--- src/rtl/cnn16_conv3x3_engine.sv ---
// 3x3 valid-convolution engine: RAM master that loads 9 Q8.8 weights, MACs each
// window through a 36-bit accumulator and writes saturated results back in raster order.
module cnn16_conv3x3_engine #(
  parameter int DATA_WIDTH = 16,
  parameter int ADDR_WIDTH = 12,
  parameter int FRAC_BITS  = 8,
  parameter int IMG_W      = 8,
  parameter int IMG_H      = 8
) (
  input  logic                  clk,
  input  logic                  rst_n,
  input  logic                  start,
  input  logic                  relu_en,
  input  logic [ADDR_WIDTH-1:0] src_base,
  input  logic [ADDR_WIDTH-1:0] ker_base,
  input  logic [ADDR_WIDTH-1:0] dst_base,
  output logic                  mem_write,
  output logic [ADDR_WIDTH-1:0] mem_addr,
  output logic [DATA_WIDTH-1:0] mem_wdata,
  input  logic [DATA_WIDTH-1:0] mem_rdata,
  output logic                  busy,
  output logic                  done
);

  localparam int ACC_W  = 36;
  localparam int PROD_W = 2 * DATA_WIDTH;
  localparam logic signed [ACC_W-1:0] SAT_MAX = (ACC_W'(1) << (DATA_WIDTH - 1)) - ACC_W'(1);
  localparam logic signed [ACC_W-1:0] SAT_MIN = ~SAT_MAX;

  typedef enum logic [2:0] {
    S_IDLE, S_LOAD_K, S_CONV_RD, S_CONV_LAST, S_CONV_WR, S_DONE
  } state_t;

  state_t r_state, w_next;

  logic [3:0]                   r_cnt;
  logic [1:0]                   r_kr, r_kc;
  logic [ADDR_WIDTH-1:0]        r_row, r_col;
  logic [ADDR_WIDTH-1:0]        r_src, r_ker, r_dst;
  logic                         r_relu;
  logic signed [DATA_WIDTH-1:0] r_w [0:8];
  logic signed [ACC_W-1:0]      r_acc;
  logic                         r_mem_write;
  logic [ADDR_WIDTH-1:0]        r_mem_addr;
  logic [DATA_WIDTH-1:0]        r_mem_wdata;
  logic                         r_busy, r_done;

  logic signed [DATA_WIDTH-1:0] w_coef;
  logic signed [PROD_W-1:0]     w_pix_x, w_coef_x, w_prod;
  logic signed [ACC_W-1:0]      w_prod_ext, w_acc_next;
  logic [1:0]                   w_nkr, w_nkc;
  logic                         w_last_col, w_last_row;
  logic [ADDR_WIDTH-1:0]        w_ncol, w_nrow;

  // Floor shift back to Q8.8, clamp to the 16-bit range, optional ReLU.
  function automatic logic [DATA_WIDTH-1:0] sat_result(input logic signed [ACC_W-1:0] acc,
                                                       input logic relu);
    logic signed [ACC_W-1:0] sh;
    sh = acc >>> FRAC_BITS;
    if (relu && sh < 0) return '0;
    if (sh > SAT_MAX) return SAT_MAX[DATA_WIDTH-1:0];
    if (sh < SAT_MIN) return SAT_MIN[DATA_WIDTH-1:0];
    return sh[DATA_WIDTH-1:0];
  endfunction

  function automatic logic [ADDR_WIDTH-1:0] pix_addr(input logic [ADDR_WIDTH-1:0] base,
                                                     input logic [ADDR_WIDTH-1:0] row,
                                                     input logic [ADDR_WIDTH-1:0] col,
                                                     input logic [1:0] kr,
                                                     input logic [1:0] kc);
    logic [ADDR_WIDTH-1:0] rr;
    rr = row + ADDR_WIDTH'(kr);
    return base + rr * ADDR_WIDTH'(IMG_W) + col + ADDR_WIDTH'(kc);
  endfunction

  assign mem_write = r_mem_write;
  assign mem_addr  = r_mem_addr;
  assign mem_wdata = r_mem_wdata;
  assign busy      = r_busy;
  assign done      = r_done;

  // Weight paired with the pixel arriving this cycle (issued one cycle earlier).
  always_comb begin
    w_coef = '0;
    if (r_state == S_CONV_LAST)
      w_coef = r_w[8];
    else if (r_state == S_CONV_RD && r_cnt != 4'd0)
      w_coef = r_w[r_cnt - 4'd1];
  end

  assign w_pix_x    = {{DATA_WIDTH{mem_rdata[DATA_WIDTH-1]}}, mem_rdata};
  assign w_coef_x   = {{DATA_WIDTH{w_coef[DATA_WIDTH-1]}}, w_coef};
  assign w_prod     = w_pix_x * w_coef_x;
  assign w_prod_ext = {{(ACC_W-PROD_W){w_prod[PROD_W-1]}}, w_prod};
  assign w_acc_next = r_acc + w_prod_ext;

  assign w_nkc      = (r_kc == 2'd2) ? 2'd0 : r_kc + 2'd1;
  assign w_nkr      = (r_kc == 2'd2) ? r_kr + 2'd1 : r_kr;
  assign w_last_col = (r_col == ADDR_WIDTH'(IMG_W - 3));
  assign w_last_row = (r_row == ADDR_WIDTH'(IMG_H - 3));
  assign w_ncol     = w_last_col ? '0 : r_col + ADDR_WIDTH'(1);
  assign w_nrow     = w_last_col ? r_row + ADDR_WIDTH'(1) : r_row;

  always_comb begin
    w_next = r_state;
    case (r_state)
      S_IDLE:      if (start) w_next = S_LOAD_K;
      S_LOAD_K:    if (r_cnt == 4'd9) w_next = S_CONV_RD;
      S_CONV_RD:   if (r_cnt == 4'd8) w_next = S_CONV_LAST;
      S_CONV_LAST: w_next = S_CONV_WR;
      S_CONV_WR:   w_next = (w_last_col && w_last_row) ? S_DONE : S_CONV_RD;
      S_DONE:      w_next = S_IDLE;
      default:     w_next = S_IDLE;
    endcase
  end

  always_ff @(posedge clk) begin
    if (!rst_n) begin
      r_state     <= S_IDLE;
      r_cnt       <= '0;
      r_kr        <= '0;
      r_kc        <= '0;
      r_row       <= '0;
      r_col       <= '0;
      r_src       <= '0;
      r_ker       <= '0;
      r_dst       <= '0;
      r_relu      <= 1'b0;
      r_acc       <= '0;
      r_mem_write <= 1'b0;
      r_mem_addr  <= '0;
      r_mem_wdata <= '0;
      r_busy      <= 1'b0;
      r_done      <= 1'b0;
      for (int i = 0; i < 9; i++) r_w[i] <= '0;
    end else begin
      r_state     <= w_next;
      r_mem_write <= 1'b0;
      r_busy      <= (w_next != S_IDLE) && (w_next != S_DONE);
      r_done      <= (w_next == S_DONE);
      case (r_state)
        S_IDLE: begin
          if (start) begin
            r_src      <= src_base;
            r_ker      <= ker_base;
            r_dst      <= dst_base;
            r_relu     <= relu_en;
            r_cnt      <= '0;
            r_mem_addr <= ker_base;
          end
        end
        S_LOAD_K: begin
          if (r_cnt != 4'd0) r_w[r_cnt - 4'd1] <= mem_rdata;
          if (r_cnt == 4'd9) begin
            r_cnt      <= '0;
            r_row      <= '0;
            r_col      <= '0;
            r_kr       <= '0;
            r_kc       <= '0;
            r_mem_addr <= r_src;
          end else begin
            r_cnt <= r_cnt + 4'd1;
            if (r_cnt < 4'd8) r_mem_addr <= r_ker + ADDR_WIDTH'(r_cnt + 4'd1);
          end
        end
        S_CONV_RD: begin
          // Tap-0 cycle sees stale read data, so it clears instead of accumulating.
          r_acc <= (r_cnt == 4'd0) ? '0 : w_acc_next;
          if (r_cnt == 4'd8) begin
            r_cnt <= '0;
          end else begin
            r_cnt      <= r_cnt + 4'd1;
            r_kr       <= w_nkr;
            r_kc       <= w_nkc;
            r_mem_addr <= pix_addr(r_src, r_row, r_col, w_nkr, w_nkc);
          end
        end
        S_CONV_LAST: begin
          r_acc       <= w_acc_next;
          r_mem_write <= 1'b1;
          r_mem_addr  <= r_dst + r_row * ADDR_WIDTH'(IMG_W - 2) + r_col;
          r_mem_wdata <= sat_result(w_acc_next, r_relu);
        end
        S_CONV_WR: begin
          r_col <= w_ncol;
          r_row <= w_nrow;
          r_kr  <= '0;
          r_kc  <= '0;
          if (!(w_last_col && w_last_row))
            r_mem_addr <= pix_addr(r_src, w_nrow, w_ncol, 2'd0, 2'd0);
        end
        default: ;
      endcase
    end
  end

endmodule
--- config.mk ---
export PLATFORM = sky130hd
export DESIGN_NAME = cnn16_conv3x3_engine
export DESIGN_NICKNAME = d
export VERILOG_FILES = /design/src/rtl/cnn16_conv3x3_engine.sv
export SDC_FILE = /design/constraint.sdc
export NUM_CORES = 2
export LEC_CHECK = 0
export CORE_MARGIN = 2
export CORE_UTILIZATION = 55
export DETAILED_ROUTE_END_ITERATION = 10
export PLACE_DENSITY = 0.75
export SETUP_SLACK_MARGIN = 0.05
export SYNTH_ARGS = -nofsm -noshare
export SYNTH_HDL_FRONTEND = slang
export SYNTH_SLANG_ARGS = --single-unit
--- constraint.sdc ---
create_clock -name clk -period 25.9 [get_ports clk]
set_input_delay 3.885 -clock clk [delete_from_list [all_inputs] [get_ports clk]]
set_output_delay 3.885 -clock clk [all_outputs]
set_load 0.02 [all_outputs]
### Word-level counts from Yosys, hierarchy flattened

Memories as Yosys holds them, arrays and structs flattened.
Cells that the tools add are included.

| word-level totals | value |
|---|---|
| register bits after elaboration | 139 |
| bits of input ports | 56 |
| bits in read-only memories | 0 |
| latch bits | 0 |
| memories kept | 1 |
| memory bits (writable) | 144 |

Memories:

| name | depth | width | rd ports | clocked after memory_dff | write ports | RTL line | RTL |
|---|---|---|---|---|---|---|---|
| r_w | 9 | 16 | 2 | 0 | 9 | 41 | `logic signed [DATA_WIDTH-1:0] r_w [0:8];` |

| cells by class | value |
|---|---|
| shift-type cells | 0 |
| divide/modulo/power cells | 0 |
| multiplexer cells | 58 |
| add/sub/neg operators | 17 |
| reduce and logical (&&, ||, !) cells | 20 |
| bitwise gates (word level) | 0 |
| magnitude comparators | 4 |
| eq/ne operators | 17 |
| multiply operators | 2 |

Operator list:

| kind | number |
|---|---|
| 16-bit two-way mux | 9 |
| 12-bit two-way mux | 8 |
| 12-bit adder | 6 |
| 36-bit case mux with 2 select lines | 1 |
| 12-bit case mux with 5 select lines | 1 |
| 12-bit case mux with 2 select lines | 2 |
| 36-bit by 32-bit adder with 36-bit output | 1 |
| 36-bit two-way mux | 1 |
| 16-bit by 16-bit multiplier with 32-bit output | 1 |
| 28-bit by 16-bit > comparator with 1-bit output (second input constant) | 1 |
| 28-bit by 1-bit < comparator with 1-bit output (second input constant) | 1 |
| 28-bit by 16-bit < comparator with 1-bit output (second input constant) | 1 |
| 12-bit by 1-bit adder with 12-bit output (second input constant) | 2 |
| 12-bit by 3-bit equality test with 1-bit output (second input constant) | 2 |
| 1-bit two-way mux | 19 |
| 4-bit two-way mux | 4 |
| 16-bit OR reduction | 1 |
| 3-bit case mux with 5 select lines | 1 |
| 12-bit by 2-bit adder with 12-bit output | 1 |
| 12-bit by 5-bit adder with 12-bit output | 1 |
| 12-bit by 2-bit multiplier with 11-bit output (second input constant) | 1 |
| 3-bit two-way mux | 4 |
| 2-bit case mux with 3 select lines | 2 |
| 4-bit case mux with 3 select lines | 1 |
| 24 further kinds | 46 |

### Longest topological paths before layout

| depth | value |
|---|---|
| word-level depth | 21 |
| gate-level depth with buffers | 38 |

### Least setup slack after synthesis

OpenSTA, ideal clock, no wires.

| timing | value |
|---|---|
| path type | input to register |
| start point | input mem_rdata[15] |
| end point | register r_mem_wdata[10] (netlist: mem_wdata[10]) |
| buffers on the path | 3 |
| stages on the path | 24 |
| data required time | 25814 ps |
| arrival | 10210 ps |
| setup slack | 15605 ps |
| setup time | 86 ps |
| path through | clkbuf_1 -> nand2_1 -> fa_1 -> fa_1 -> inv_1 -> fa_1 -> fa_1 -> fa_1 -> inv_1 -> fa_1 -> inv_1 -> ha_1 -> clkbuf_1 -> a21o_1 -> a21o_1 -> a21o_1 -> o21a_1 -> nor3_1 -> o211ai_1 -> nor3b_2 -> nor4_2 -> nand2_2 -> buf_6 -> a211oi_1 |

| on the way | value |
|---|---|
| word-level cells in the longest chain between the ends | 11 |

Ends and longest elaborated chain:

| element | RTL line | RTL |
|---|---|---|
| start, declared | 20 | `input logic [DATA_WIDTH-1:0] mem_rdata,` |
| 16-bit by 16-bit multiplier with 32-bit output * | 93 | `assign w_prod = w_pix_x * w_coef_x;` |
| 36-bit by 32-bit adder with 36-bit output * | 95 | `assign w_acc_next = r_acc + w_prod_ext;` |
| 28-bit by 16-bit < comparator with 1-bit output | 62 | `if (sh < SAT_MIN) return SAT_MIN[DATA_WIDTH-1:0];` |
| 1-bit two-way mux (2 in series) | 62 |  |
| 1-bit two-way mux | 61 | `if (sh > SAT_MAX) return SAT_MAX[DATA_WIDTH-1:0];` |
| 1-bit two-way mux | 141 | `case (r_state)` |
| 1-bit two-way mux | 118 | `if (!rst_n) begin` |
| 16-bit two-way mux | 63 | `return sh[DATA_WIDTH-1:0];` |
| 16-bit two-way mux | 62 |  |
| 16-bit two-way mux * | 61 |  |
| end signal, assigned | 182 | `r_mem_wdata <= sat_result(w_acc_next, r_relu);` |
| end, declared | 45 | `logic [DATA_WIDTH-1:0] r_mem_wdata;` |

Every way passes the cells marked *; elsewhere a longest branch is shown, timed or not. The select of a mux whose other input is x is not followed.
A chain may end at the register's enable or synchronous reset.

### Worst setup path in the final report

| timing | value |
|---|---|
| start point | input mem_rdata[6] |
| end point | register r_mem_wdata[1] (netlist: mem_wdata[1]) |

The elaborated chain is that of the path after synthesis.

==> reports/results.tsv <==
stage	metric	value	unit
cells_and_area	ant diodes	0	
logic_synthesis	Post-Syn Area	32000	um^2
worst_setup_path	crit path max fanout	32	
cells_and_area	Core Util, Final	61.1	%
logic_synthesis	Yosys warning total	0	
die	CORE AREA	57600	um^2
routing	Via density	5.74	
power_and_ir_drop	PwrDens	42.5	nW/um^2
routing	WL/cell	20.3	um
sta	Slew Limit Fails	0	
sta	setup tns final	0	ns
die	Die Area	60100	um^2
die	Boundary Pins	87	
sta	Final Hold Fails	0	
sta	Final min period	12.05	ns
routing	Met1 Wirelength	33300	um
sta	final number of setup-violating endpoints	0	
logic_synthesis	Mapped Avg Cell Area	10.4	um^2
clocking	clk buf depth	3	
cells_and_area	final instance area	35200	um^2
grt	largest net degree at the start of global routing	84	
grt	gr usage total	27.5	%
grt	overflow left after global routing	0	
grt	initial antenna violation count	0	
routing	Pre-Repair DR Iteration Count	7	
cells_and_area	Final #Nets	3690	
logic_synthesis	synthesized instance count	3087	
worst_setup_path	Worst setup SP type	input pin	
clocking	hold-fix buffers at CTS	0	
routing	DRT iter0 DRCs	2047	
logic_synthesis	FFs w/ async S/R, synth	0	%
power_and_ir_drop	Static Leak	0.0156	uW
die	initial core utilization	55.6	%
logic_synthesis	register area share after synthesis	32.7	%
cells_and_area	layout cell share with drive strength beyond 1	6.73	%
placement	Area after DPL	33700	um^2
clocking	clock latency at the later pin of the worst-skew pair	0.59	ns
routing	DRT Wirelength	79300	um
routing	Routed Antenna Nets	0	
clocking	cts bufs inserted	42	
routing	metal2 WL	38000	um
sta	Slew Limit Headroom	10.1	%
die	die height	245	um
clocking	cts repair resizes	0	
clocking	CTS clk-pin slew, worst paths	0.06	ns
routing	met3 WL	5840	um
power_and_ir_drop	Worst VDD drop	0.0551	mV
logic_synthesis	Yosys reg bits	395	
clocking	CTS tree	yes	
sta	skew final	0.0300	ns
sta	RSZ-0062 raised after global routing	false	
worst_setup_path	Setup CP Type	in2reg	
cells_and_area	P&R area growth vs syn	9.87	%
placement	HPWL Detailed	57900	um
sta	f_max	83.0	MHz
placement	Routability Congestion	0.941	
placement	port bufs	86	
clocking	H-tree depth	2	
routing	# DRC	0	
cells_and_area	# fillers	4570	
routing	via count	22500	
logic_synthesis	Primary FF master, synth	edfxtp_1	
worst_setup_path	CP arrival	12.48	ns
clocking	Setup Buffers After CTS	0	
die	Rows	88	
job	Max-Cap Viols	0	
hold_path	HP Class	reg2reg	
logic_synthesis	Synth Net Count	3663	
clocking	CTS sink cnt	395	
sta	post-route clock period utilization	46.5	%
grt	first-pass GRT wire length	129000	um
routing	Highest Signal Layer	met4	
logic_synthesis	Post-synth EDFFs	256	
sta	Tightest Pin Transition	1.34	ns
grt	vias in the first global route	23900	
die	chip width	245	um
logic_synthesis	Synth cell types	74	
worst_setup_path	Critical Path End Type	flop	
clocking	CTS root buf	clkbuf_16	
run_status	outcome	finished, final reports clean	
worst_setup_path	Critical Path RT	26.33	ns
[cell usage in the layout (no fill, tap or decap), types with 36 or more instances in the layout]
master	netlist	layout
a21oi_1	173	172
and2_1	296	296
buf_4	2	48
clkbuf_16	0	42
clkdlybuf4s50_1	0	86
dfxtp_1	139	138
edfxtp_1	256	256
fa_1	349	349
ha_1	171	170
inv_1	457	456
mux2i_1	36	36
mux4_2	64	64
nand2_1	305	305
nor2_1	188	185
o21ai_0	50	45
xnor2_1	84	83
[power by group]
part,switching (uW),total [uW],leakage (uW),internal (uW)
Combinational,90.3,150,0.0112,59.9
Clock,266,651,0.000715,385
Sequential,11.2,695,0.00362,684
[metrics by stage]
stage / power (uW) / instances / hold WS [ns] / setup slack [ns]
final: 1500 / 3913 / 0.456 / 13.85
after global routing: 1540 / 3913 / 0.478 / 13.42
after CTS: 1500 / 3913 / 0.459 / 14.05
after detailed placement: 857 / 3835 / 0.450 / 13.46
after global placement: 854 / 3835 / 0.448 / 13.80
after floorplan: 798 / 3087 / 0.436 / 15.60
[cell families (layout without fill, tap and decap cells)]
| logic type | Yosys count | count (layout) | synth area share (%) |
|---|---|---|---|
| buf+inv | 608 | 669 | 7.22 |
| fa+ha+maj | 520 | 520 | 28.5 |
| simple gates | 941 | 941 | 14.5 |
| flops | 395 | 395 | 32.7 |
| xor+xnor | 117 | 117 | 3.25 |
| mux | 101 | 101 | 5.67 |
| compound gates | 405 | 405 | 8.12 |
[layer usage]
metal / track usage [%] / up-vias
met2: 45.3 / 903
met3: 3.84 / 162
met4: 7.78 / 0
li1: - / 10200
met5: 0 / -
met1: 38.3 / 11200
[registers in the layout, summed over array words and instances, names as in the netlist, 4 cells and up]
name and flops:
mem_wdata 16, mem_addr 12, r_w 256, r_acc 36
r_src 12, r_row 12, r_col 12, r_ker 12
r_dst 12, r_cnt 4
[worst paths after layout]
check,startpoint,slack (ns),cells after the start,to
setup / recovery,mem_rdata[6],13.85,23,mem_wdata[1]
hold / removal,r_dst[7],0.46,2,r_dst[7]
setup reg to reg,r_cnt[0],14.47,30,mem_wdata[1]
hold reg to reg,r_dst[7],0.46,2,r_dst[7]
[synth_stat cells (all sizes together) (17+ instances only)]
master / instances / area share (%)
nand2: 306 / 3.6
a22oi: 30 / 0.70
dfxtp: 139 / 8.7
o21ai: 52 / 0.81
ha: 171 / 6.7
a21o: 23 / 0.54
fa: 349 / 22
xnor2: 84 / 2.3
nor2b: 17 / 0.33
nor3: 36 / 0.56
a211oi: 31 / 0.79
nand3: 26 / 0.42
buf: 19 / 0.31
nor2: 188 / 2.2
mux4: 64 / 4.5
mux2i: 36 / 1.1
inv: 457 / 5.4
and2: 296 / 5.8
nand2b: 17 / 0.33
clkbuf: 132 / 1.5
a21oi: 173 / 2.7
edfxtp: 256 / 24
xor2: 33 / 0.95
[cell type report]
cell class              instances  area [um^2]  area share [%]
flip-flops and latches        395        10500            29.8
well taps                     765          957            2.72
clock inverters                23          345           0.982
inverters                     457         1720            4.89
multi-input cells            2084        19300            54.9
clock buffers                  55         1140            3.24
repair buffers                134         1220            3.47
[critical path, stage by stage]
cell and delay [ns]:
clkdlybuf4s50_1 1.13, and2_1 0.46, fa_1 0.51, inv_1 0.06
fa_1 0.56, fa_1 0.44, fa_1 0.52, inv_1 0.06
fa_1 0.57, inv_1 0.07, fa_1 0.54, inv_1 0.05
ha_1 0.37, a21oi_1 0.28, o2111ai_1 0.18, a21oi_1 0.21
a31oi_1 0.17, nor3_1 0.55, nor3_1 0.14, nor3b_2 0.35
nand4_1 0.57, a2111oi_0 0.68, a211oi_1 0.10
Power figures use the tool's default switching activity.
